--- src/rtl/tbb_mix_pkg.sv ---
// tbb_mix_pkg: shared sizes and register layout for the tone mixer / PDM block.
//   NUM_CH      number of 1-bit tone channels
//   VOL_W       width of a channel volume register
//   SUM_W       width of the weighted channel sum
//   FULL_SCALE  largest possible sum (NUM_CH * max volume), also the modulator modulus
//   SEL_LSB/SEL_W, MUTE_BIT  field positions inside a control-register write
package tbb_mix_pkg;

  localparam int unsigned NUM_CH     = 6;
  localparam int unsigned VOL_W      = 4;
  localparam int unsigned SUM_W      = 7;
  localparam int unsigned FULL_SCALE = 90;

  // Control register layout on the nibble bus
  localparam int unsigned SEL_LSB  = 0;
  localparam int unsigned SEL_W    = 3;
  localparam int unsigned MUTE_BIT = 3;

  // Register address decoded from A0
  typedef enum logic {
    ADDR_CTRL = 1'b0,
    ADDR_VOL  = 1'b1
  } addr_e;

endpackage

--- src/rtl/tbb_sd_mod.sv ---
// tbb_sd_mod: first-order sigma-delta modulator.
//   CLK   system clock, rising edge
//   RST   synchronous active-high reset
//   MUTE  forces PDM low and parks the accumulator at zero
//   MIX   level to modulate, 0..FULL_SCALE
//   PDM   registered bitstream; density = MIX / FULL_SCALE
module tbb_sd_mod
  import tbb_mix_pkg::*;
(
  input  logic             CLK,
  input  logic             RST,
  input  logic             MUTE,
  input  logic [SUM_W-1:0] MIX,
  output logic             PDM
);

  logic [SUM_W-1:0] acc_r;
  logic             pdm_r;
  logic [SUM_W:0]   t_s;        // one bit wider: acc (<90) + MIX (<=90) can reach 179
  logic [SUM_W-1:0] acc_nxt_s;
  logic             pdm_nxt_s;

  // Next accumulator / output bit: wrap modulo FULL_SCALE, emit 1 on each wrap
  always_comb begin
    t_s       = {1'b0, acc_r} + {1'b0, MIX};
    acc_nxt_s = acc_r;
    pdm_nxt_s = 1'b0;
    if (MUTE) begin
      acc_nxt_s = '0;
      pdm_nxt_s = 1'b0;
    end else if (t_s >= (SUM_W+1)'(FULL_SCALE)) begin
      acc_nxt_s = SUM_W'(t_s - (SUM_W+1)'(FULL_SCALE));
      pdm_nxt_s = 1'b1;
    end else begin
      acc_nxt_s = t_s[SUM_W-1:0];
      pdm_nxt_s = 1'b0;
    end
  end

  // Modulator state register
  always_ff @(posedge CLK) begin
    if (RST) begin
      acc_r <= '0;
      pdm_r <= 1'b0;
    end else begin
      acc_r <= acc_nxt_s;
      pdm_r <= pdm_nxt_s;
    end
  end

  assign PDM = pdm_r;

endmodule

--- src/rtl/tbb_mix_pdm.sv ---
// tbb_mix_pdm: weighted mixer of six 1-bit tone channels feeding a PDM output.
//   CLK     system clock, rising edge
//   RST     synchronous active-high reset
//   FCLK    one-cycle sample strobe; loads MIX with the weighted channel sum
//   S       tone channel bits
//   D       nibble data bus for register writes
//   A0      register address: 0 = control (SEL, MUTE), 1 = volume of channel SEL
//   WR      write level; a write happens only on its rising edge
//   PDM     sigma-delta bitstream
//   MIX     registered weighted sum, 0..90
//   MUTE_O  current mute state
module tbb_mix_pdm
  import tbb_mix_pkg::*;
(
  input  logic              CLK,
  input  logic              RST,
  input  logic              FCLK,
  input  logic [NUM_CH-1:0] S,
  input  logic [VOL_W-1:0]  D,
  input  logic              A0,
  input  logic              WR,
  output logic              PDM,
  output logic [SUM_W-1:0]  MIX,
  output logic              MUTE_O
);

  logic              wr_q_r;
  logic              wr_edge_s;
  logic [SEL_W-1:0]  sel_r;
  logic              mute_r;
  logic [VOL_W-1:0]  vol_r [NUM_CH];
  logic [SUM_W-1:0]  mix_r;
  logic [SUM_W-1:0]  sum_s;

  // wr_q resets to 1 so a WR level held through reset release is not a write
  assign wr_edge_s = WR & ~wr_q_r;

  // Weighted sum of active channels; max 6*15 = 90 fits SUM_W without overflow
  always_comb begin
    sum_s = '0;
    for (int i = 0; i < NUM_CH; i++) begin
      if (S[i]) begin
        sum_s = sum_s + SUM_W'(vol_r[i]);
      end else begin
        sum_s = sum_s;
      end
    end
  end

  // Write strobe history for edge detection
  always_ff @(posedge CLK) begin
    if (RST) begin
      wr_q_r <= 1'b1;
    end else begin
      wr_q_r <= WR;
    end
  end

  // Control register: channel select and mute
  always_ff @(posedge CLK) begin
    if (RST) begin
      sel_r  <= '0;
      mute_r <= 1'b0;
    end else if (wr_edge_s && (addr_e'(A0) == ADDR_CTRL)) begin
      sel_r  <= D[SEL_LSB +: SEL_W];
      mute_r <= D[MUTE_BIT];
    end
  end

  // Volume registers; a SEL of 6 or 7 matches no channel so the write is dropped
  always_ff @(posedge CLK) begin
    if (RST) begin
      for (int i = 0; i < NUM_CH; i++) begin
        vol_r[i] <= '0;
      end
    end else if (wr_edge_s && (addr_e'(A0) == ADDR_VOL)) begin
      for (int i = 0; i < NUM_CH; i++) begin
        if (sel_r == SEL_W'(i)) begin
          vol_r[i] <= D;
        end
      end
    end
  end

  // Sample register; uses the pre-write volumes when a write coincides with FCLK
  always_ff @(posedge CLK) begin
    if (RST) begin
      mix_r <= '0;
    end else if (FCLK) begin
      mix_r <= sum_s;
    end
  end

  tbb_sd_mod u_sd_mod (
    .CLK  (CLK),
    .RST  (RST),
    .MUTE (mute_r),
    .MIX  (mix_r),
    .PDM  (PDM)
  );

  assign MIX    = mix_r;
  assign MUTE_O = mute_r;

endmodule
--- config.mk ---
export PLATFORM = sky130hd
export DESIGN_NAME = tbb_mix_pdm
export DESIGN_NICKNAME = d
export VERILOG_FILES = /design/src/rtl/tbb_mix_pkg.sv /design/src/rtl/tbb_sd_mod.sv /design/src/rtl/tbb_mix_pdm.sv
export SDC_FILE = /design/constraint.sdc
export NUM_CORES = 1
export LEC_CHECK = 0
export CORE_ASPECT_RATIO = 1.25
export CORE_MARGIN = 5
export CORE_UTILIZATION = 60
export DETAILED_ROUTE_END_ITERATION = 8
export PLACE_DENSITY = 0.81
export RECOVER_POWER = 25
export SLEW_MARGIN = 25
export SYNTH_ARGS = -nofsm -noshare
export SYNTH_HDL_FRONTEND = slang
export SYNTH_SLANG_ARGS = --single-unit
export TNS_END_PERCENT = 5
--- constraint.sdc ---
create_clock -name CLK -period 8.5 [get_ports CLK]
set_input_delay 1.7 -clock CLK [delete_from_list [all_inputs] [get_ports CLK]]
set_output_delay 1.7 -clock CLK [all_outputs]
set_load 0.01 [all_outputs]
==> results.cfg <==
[critical_path]
end_kind = register
r2r_cells = 24
worstPathRequired_ps = 8720
start_kind = primary input
critPathKind = in -> reg
crit_path_max_fanout = 4
cp.arrival_ps = 7360

[yosys]
avgSynthCellArea_sq_um = 9.81
ys_types = 70
synth_compound_area_share_pct = 21.2
synth_edf_count = 24
yosysSeqAreaShare_pct = 32.1
synth.mux.area_fraction_pct = 6.23
async_flop_share_pct = 0
yosys_most_used_dff = edfxtp_1
synth_seq_cells = 44
yosysWarnings = 0
synth_top_family_by_area = compound AO/OA/AOI/OAI gates
synthSimpleGateAreaFrac_pct = 17.7
synth_fa_ha_area_share_pct = 13.5
syn-cell-area_sq_um = 3490
synth_xor_xnor_area_share_pct = 5.70
synth_nets = 405
synthCells = 356

[flow_run]
cap_violations = 0

[layout]
num_antenna_cells = 0
fin_util_pct = 67.1
regArea_sq_um = 1120
nNetsFinal = 423
final_area_sq_um = 3850
final_common_cell = nor2_1
syn2layout_area_growth_pct = 10.2
mostFrequentLayoutCells = nor2_1 (29), ha_1 (28), and2_1 (27)
drive_above_1_share_pct = 12.8
multiInputGateArea_sq_um = 2250
fill_cells = 443

[sta]
hold_viol_final = 0
worstMarginPinSlew_ps = 890
fin_skew_ps = 11.2
post-route-period-util_pct = 84.1
rsz0062_at_grt = no
max_freq_mhz = 140
setup_viol = 0
relSlewSlack_pct = 40.5
maxSlewViolCount = 0
timing.hold.ws_ps = 510
period_minus_slack_ps = 7150
fin_setup_tns_ps = 0

[cts]
cts_setup_buffers = 0
clkSlewWorstSetupHoldPaths_ps = 90
htree_num_levels = 2
holdBufCountCts = 0
cts_sinks = 44
cts_tree = yes
clk_latency_ps = 300
clockBufferDepth = 2
root_buffer = clkbuf_8
cts_resized = 0
cts_made_buffers = 5

[drt]
top_layer_used = met4
antenna_left = 0
m1WireLength_um = 2970
routed-wl-met2_um = 3790
drc = 0
avgRoutedWirePerCell_um = 16.0
routed_wl_um = 7060
via_per_inst = 6.17
vias = 2720
wl_met3_um = 159
drt_iter0_drc = 158
firstDrtPassIters = 4

[floorplan]
io_pins = 24
die_w_um = 78.2
die_h_um = 95.3
core_area_sq_um = 5740
die_area_sq_um = 7460
start_util_pct = 60.8
rows = 31

[power_and_ir_drop]
p_leak_nw = 1.64
p_total_w = 0.000757
ir_drop_mv = 0.150
p_per_area_nw_per_um2 = 197

[global_routing]
grt_pass1_wl_um = 12100
grt_max_degree = 24
grt_use_total_pct = 20.3
antenna_found_initial = 0
first_global_vias = 2689
overflow = 0

[placed_design]
gp_congestion = 0.818
hpwl_um = 5500
portBuffers = 23
place_area_sq_um = 3740

[outcome]
status = finished, final reports clean

[min_path]
hold_path_class = reg -> reg
hold_depth = 2
==> cell usage after synthesis, drive strengths merged, types with 6 or more instances <==
cell	count	area, sq um
o211ai	8	70.1
xnor2	12	146
o21ai	11	58.8
nand2	17	63.8
buf	7	47.6
inv	15	56.3
xor2	6	52.6
nor3	10	55.1
a21o	13	97.6
a211oi	7	62.6
ha	28	350
mux2i	9	90.1
mux2	11	128
edfxtp	24	721
fa	6	120
dfxtp	20	400
and2	28	175
a21oi	17	115
nand3	9	45.0
nor2	31	121
==> registers in the layout, summed over array words and instances, names as in the netlist <==
signal / count
MIX: 7
MUTE_O: 1
sel_r: 3
u_sd_mod.PDM: 1
u_sd_mod.acc_r: 7
vol_r: 24
wr_q_r: 1
==> per-layer routing <==
metal  track usage, %  vias to the layer above
met5                0                        -
met4             6.71                        0
met3             3.12                       11
met2             39.0                       52
met1             22.8                     1303
li1                 -                     1354
==> final cells by class <==
type,count,area share (%)
clock buffer,5,1.79
clock inverter,3,1.10
inverter,15,1.46
multi-input combinational,285,58.4
sequential,44,29.1
tap,66,2.14
timing repair buffer,23,5.98
==> critical path, stage by stage <==
cell and delay, ps:
clkdlybuf4s50_1 500, and2_1 170, ha_1 170, inv_1 50
fa_1 430, mux2i_1 310, fa_1 470, mux2_2 320
fa_1 460, mux2i_1 310, inv_1 90, ha_1 280
a21o_1 180, a21oi_1 190, xor2_1 160, nand2_1 60
o21ai_1 120, inv_1 70, ha_1 320, a21oi_1 70
nor2_1 220, nand4_1 140, o22ai_2 210, nand3_1 120
a311oi_2 230
==> where the power goes <==
part | internal [W] | switching (W)
Sequential | 0.000248 | 0.0000123
Combinational | 0.000149 | 0.000187
Clock | 0.0000871 | 0.0000741
Total | 0.000484 | 0.000273
==> metrics by stage <==
step / worst slack (ps) / cells
4_1_cts: 1310 / 441
3_5_place_dp: 1030 / 433
6_report: 1350 / 441
3_3_place_gp: 1240 / 433
5_1_grt: 979 / 441
2_1_floorplan: 2070 / 356
==> path summary, 6_finish.rpt <==
kind | startpoint | endpoint | slack, ps
worst max-delay path | S[0] | MIX[6] | 1350
worst min-delay path | MIX[2] | MIX[2] | 510
worst max register to register | vol_r[0][0] | MIX[6] | 2890
worst min register to register | MIX[2] | MIX[2] | 510
==> cells by family after synthesis <==
logic type | count (synthesis)
AND/OR/NAND/NOR | 120
AO/OA/AOI/OAI | 93
flip-flops | 44
adder cells (fa/ha/maj) | 34
buffers and inverters | 27
multiplexers | 20
XOR/XNOR | 18
Note: power is estimated with default switching activity, not from simulation.
==> variant 1: new RTL, config.mk and constraints unchanged <==
The package constant `SUM_W` goes from 7 to 6.
--- a/src/rtl/tbb_mix_pkg.sv
+++ b/src/rtl/tbb_mix_pkg.sv
@@ -8,7 +8,7 @@
 
   localparam int unsigned NUM_CH     = 6;
   localparam int unsigned VOL_W      = 4;
-  localparam int unsigned SUM_W      = 7;
+  localparam int unsigned SUM_W      = 6;
   localparam int unsigned FULL_SCALE = 90;
 
   // Control register layout on the nibble bus
Interface: changed (resized MIX); port bits go from 24 to 23. No check against the original RTL was run, so the function may have changed too.
==> variant 1 against the original RTL <==
Worst setup slack improved by 0.00059 ns. Sequential cell count shrank 2. Combinational power fell by 33%. Area after synthesis down 12%. Non-clock buffer count decreased by 1. Routed wire length fell by 19%. Worst hold slack got worse by 0.0092 ns. Critical endpoint is now MIX[5]$_SDFFE_PP0P_. Sequential power fell by 7%. Critical path depth grew 1. Power fell by 23%. Cell area shrank 12%.
==> variant 1: results <==
group,metric,value,unit
run_status,run_status,"finished, final reports clean",
global_routing,wire_length_of_the_first_global_routing_pass,10000,um
power_and_ir_drop,power_leakage,1.45,nW
global_routing,grtUsageMet3,0.0279,
drt,dr_wl_met2,2900,um
place,placedInstanceArea,0.00331,mm^2
final_layout,finish.net_count,379,
global_routing,grt_use_met2,0.321,
place,finalWeightedCongestion,0.859,
global_routing,grt_usage,0.190,
power_and_ir_drop,ir_worst_vdd,0.156,mV
final_layout,multi_input_area,0.00184,mm^2
setup_path,cpMaxStageDelayCell,"fa_1",
setup_path,crit_arrival,7.29,ns
final_layout,proportion_of_layout_cells_with_a_drive_suffix_above_1,0.0964,
global_routing,grt_max_degree,25,
timing,skew_final,0.00875,ns
yosys,synth.yosys.seq_area_share,0.353,
yosys,syn_avg_cell_area,9.84,um^2
yosys,yosys.cell_types.count,54,
drt,routed-wl-met3,140,um
drt,drt_iter0_markers,68,
place,dp.final_hpwl,4580,um
drt,met1Wirelength,2580,um
yosys,synth_top_cells_by_area,"edfxtp_1 24%, dfxtp_1 12%, ha_1 11%",
timing,tightestPinTransition,0.859,ns
drt,average_wire_length_per_cell_after_detail_routing,14.5,um
global_routing,grt_use_met1,0.245,
cts,clk_pin_slew_worst_paths,0.07,ns
drt,vias,2183,
drt,post_drt_via_cell_ratio,5.54,
yosys,netlist_top_cells_count,"32 x and2_1, 27 x ha_1, 26 x nor2_1",
yosys,postSynthNetCount,359,
place,portBuffers,22,
==> variant 1: path summary, 6_finish.rpt <==
path	startpoint	to	slack (ns)	cells after the start
min reg2reg	MIX[2]$_SDFFE_PP0P_	MIX[2]$_SDFFE_PP0P_	0.50	2
max reg2reg	vol_r[0][0]$_SDFFCE_PN0P_	MIX[5]$_SDFFE_PP0P_	2.83	25
max	S[0]	MIX[5]$_SDFFE_PP0P_	1.35	26
min	MIX[2]$_SDFFE_PP0P_	MIX[2]$_SDFFE_PP0P_	0.50	2
==> variant 1: where the power goes <==
| group | internal (mW) | leakage (nW) | switching (mW) |
|---|---|---|---|
| combinational | 0.104 | 1.01 | 0.120 |
| clock | 0.0564 | 0.0426 | 0.0626 |
| sequential | 0.231 | 0.396 | 0.00996 |
==> variant 1: cell type report <==
class                           count  area share
Inverter                           25      0.0276
Timing Repair Buffer               22      0.0649
Sequential cell                    42       0.318
Multi-Input combinational cell    235       0.542
Clock inverter                      2     0.00258
Tap cell                           62      0.0229
Clock buffer                        6      0.0214
==> variant 1: per-stage QoR <==
step / power, mW / worst slack [ns] / hold WS (ns)
final: 0.585 / 1.35 / 0.501
after CTS: 0.591 / 1.35 / 0.507
after detailed placement: 0.471 / 1.04 / 0.497
after global routing: 0.628 / 0.885 / 0.523
after global placement: 0.463 / 1.18 / 0.495
after floorplan: 0.421 / 2.07 / 0.492
==> variant 1: logic make-up (layout without fill, tap and decap cells) <==
logic type                 count (synthesis)  after routing  share of synthesized area
and+or+nand+nor                          104            104                      0.179
buffers and inverters                     34             55                     0.0458
AOI/OAI and AO/OA                         66             66                      0.161
muxes                                     15             15                     0.0552
DFF                                       42             42                      0.353
xor gates and xnor gates                  17             17                     0.0560
adders and majority gates                 33             33                      0.150
==> variant 2: new RTL, config.mk and constraints unchanged <==
Without the edit above. Put one more register stage on the output `MIX`, with the module's reset. The value now appears one clock later. The other outputs are not delayed to match. Comments in the files are not updated.
--- a/src/rtl/tbb_mix_pdm.sv
+++ b/src/rtl/tbb_mix_pdm.sv
@@ -23,6 +23,8 @@
   output logic [SUM_W-1:0]  MIX,
   output logic              MUTE_O
 );
+
+  logic [SUM_W-1:0] MIX_d;
 
   logic              wr_q_r;
   logic              wr_edge_s;
@@ -99,7 +101,15 @@
     .PDM  (PDM)
   );
 
-  assign MIX    = mix_r;
+  assign MIX_d  = mix_r;
   assign MUTE_O = mute_r;
 
+  always_ff @(posedge CLK) begin
+    if (RST) begin
+      MIX <= '0;
+    end else begin
+      MIX <= MIX_d;
+    end
+  end
+
 endmodule
Behaviour: not the same (Yosys sat finds a counterexample within 4 cycles, from zero or initial values and one cycle with RST high).
==> variant 2 against the original RTL <==
Area after synthesis hardly changed. Worst setup slack better by 0.048 ns. Power is 13% lower. Critical path type unchanged. Largest power group is now registers. Register-to-register slack worse by 0.03 ns. Cell area is 0.29% lower. Via count is 3.1% lower. Cell count is 0.68% higher. Routed wire length is 2.9% lower. Sequential cell count is 7 higher. Sequential power is 10% higher.
==> variant 2: results <==
group,metric,value,unit
run_status,run_status,"finished, final reports clean",
place,placedInstanceArea,0.00375,mm^2
global_routing,first_global_vias,2625,
yosys,synth.yosys.seq_area_share,0.361,
final_layout,seq-cell-share,0.329,
global_routing,grt_max_degree,22,
power_and_ir_drop,power_leakage,1.68,nW
yosys,yosys.cell_types.count,52,
timing,skew_final,0.00958,ns
place,finalWeightedCongestion,0.916,
global_routing,grt_usage,0.197,
global_routing,wire_length_of_the_first_global_routing_pass,11800,um
yosys,dominantRegCellSynth,"dfxtp_1",
drt,post_drt_via_cell_ratio,5.94,
yosys,syn_avg_cell_area,9.75,um^2
setup_path,crit_arrival,7.32,ns
yosys,postSynthNetCount,407,
drt,wirelength,6860,um
yosys,netlist_top_cells_count,"28 x and2_1, 28 x ha_1, 27 x dfxtp_1",
final_layout,finish.net_count,426,
final_layout,multi_input_combinational_cell_count,281,
final_layout,numSequentialCells,51,
final_layout,finish.instance_area,0.00384,mm^2
final_layout,final-nonclk-buf-share,0.0610,
timing,max_slew_margin,0.475,
final_layout,final.fill_count,474,
global_routing,grt_use_met2,0.367,
-- variant 2: cell types whose count changed in the layout (fill, tap and decap cells not counted), sizes merged, moves of 3 or more --
cell    before  now
nor2b        4   13
nor2        31   23
dfxtp       20   27
nor3b        1    8
nand2b       5   10
and3         2    6
nand2       17   13
o211ai       8    4
o21ai       11   15
a311oi       3    0
a31o         5    2
nand3        9    6
-- variant 2: per-stage QoR --
| step | power [mW] | utilization | hold slack, ns | setup WS [ns] |
|---|---|---|---|---|
| 2_1_floorplan | 0.466 | - | 0.444 | 1.93 |
| 3_3_place_gp | 0.507 | 0.653 | 0.482 | 1.24 |
| 3_5_place_dp | 0.517 | 0.653 | 0.481 | 1.06 |
| 4_1_cts | 0.665 | 0.669 | 0.502 | 1.39 |
| 5_1_grt | 0.705 | 0.669 | 0.521 | 1.03 |
| 6_report | 0.661 | 0.669 | 0.496 | 1.40 |
-- variant 2: path summary, 6_finish.rpt --
check	from	to	cells after the start	slack, ns
max	S[0]	MIX_d[5]$_SDFFE_PP0P_	23	1.40
min	MIX_d[3]$_SDFFE_PP0P_	MIX[3]$_SDFF_PP0_	1	0.50
max reg2reg	vol_r[0][0]$_SDFFCE_PN0P_	MIX_d[5]$_SDFFE_PP0P_	22	2.86
min reg2reg	MIX_d[3]$_SDFFE_PP0P_	MIX[3]$_SDFF_PP0_	1	0.50
-- variant 2: power by group --
group,leakage (nW),switching [mW],internal (mW),total [mW]
Clock,0.0506,0.0868,0.0608,0.148
Sequential,0.469,0.0102,0.276,0.286
Combinational,1.16,0.127,0.101,0.228
-- variant 2: critical path: stages --
cell             delay [ns]
clkdlybuf4s50_1        0.50
and2_1                 0.15
ha_1                   0.16
inv_1                  0.06
fa_1                   0.42
mux2i_1                0.29
fa_1                   0.46
mux2_2                 0.31
fa_1                   0.46
mux2i_1                0.29
inv_1                  0.09
ha_1                   0.27
a21o_1                 0.18
a21oi_1                0.19
xor2_1                 0.17
nand2_1                0.09
o21a_1                 0.14
ha_1                   0.30
nor2b_1                0.16
o21ai_0                0.08
or2_2                  0.30
or4_1                  0.47
o311ai_1               0.08
-- variant 2: cells by family after synthesis --
kind of cell               count (synthesis)  synth area share
AOI/OAI and AO/OA                         82             0.162
xor gates and xnor gates                  16            0.0402
adders and majority gates                 34             0.135
buffers and inverters                     26            0.0330
DFF                                       51             0.361
muxes                                     21            0.0645
and+or+nand+nor                          128             0.204
-- variant 2: layer usage --
metal  up-vias  wire (um)
met5         -          0
met4         0        133
met3        11        158
met2        32       3450
met1      1246       3110
li1       1347          -
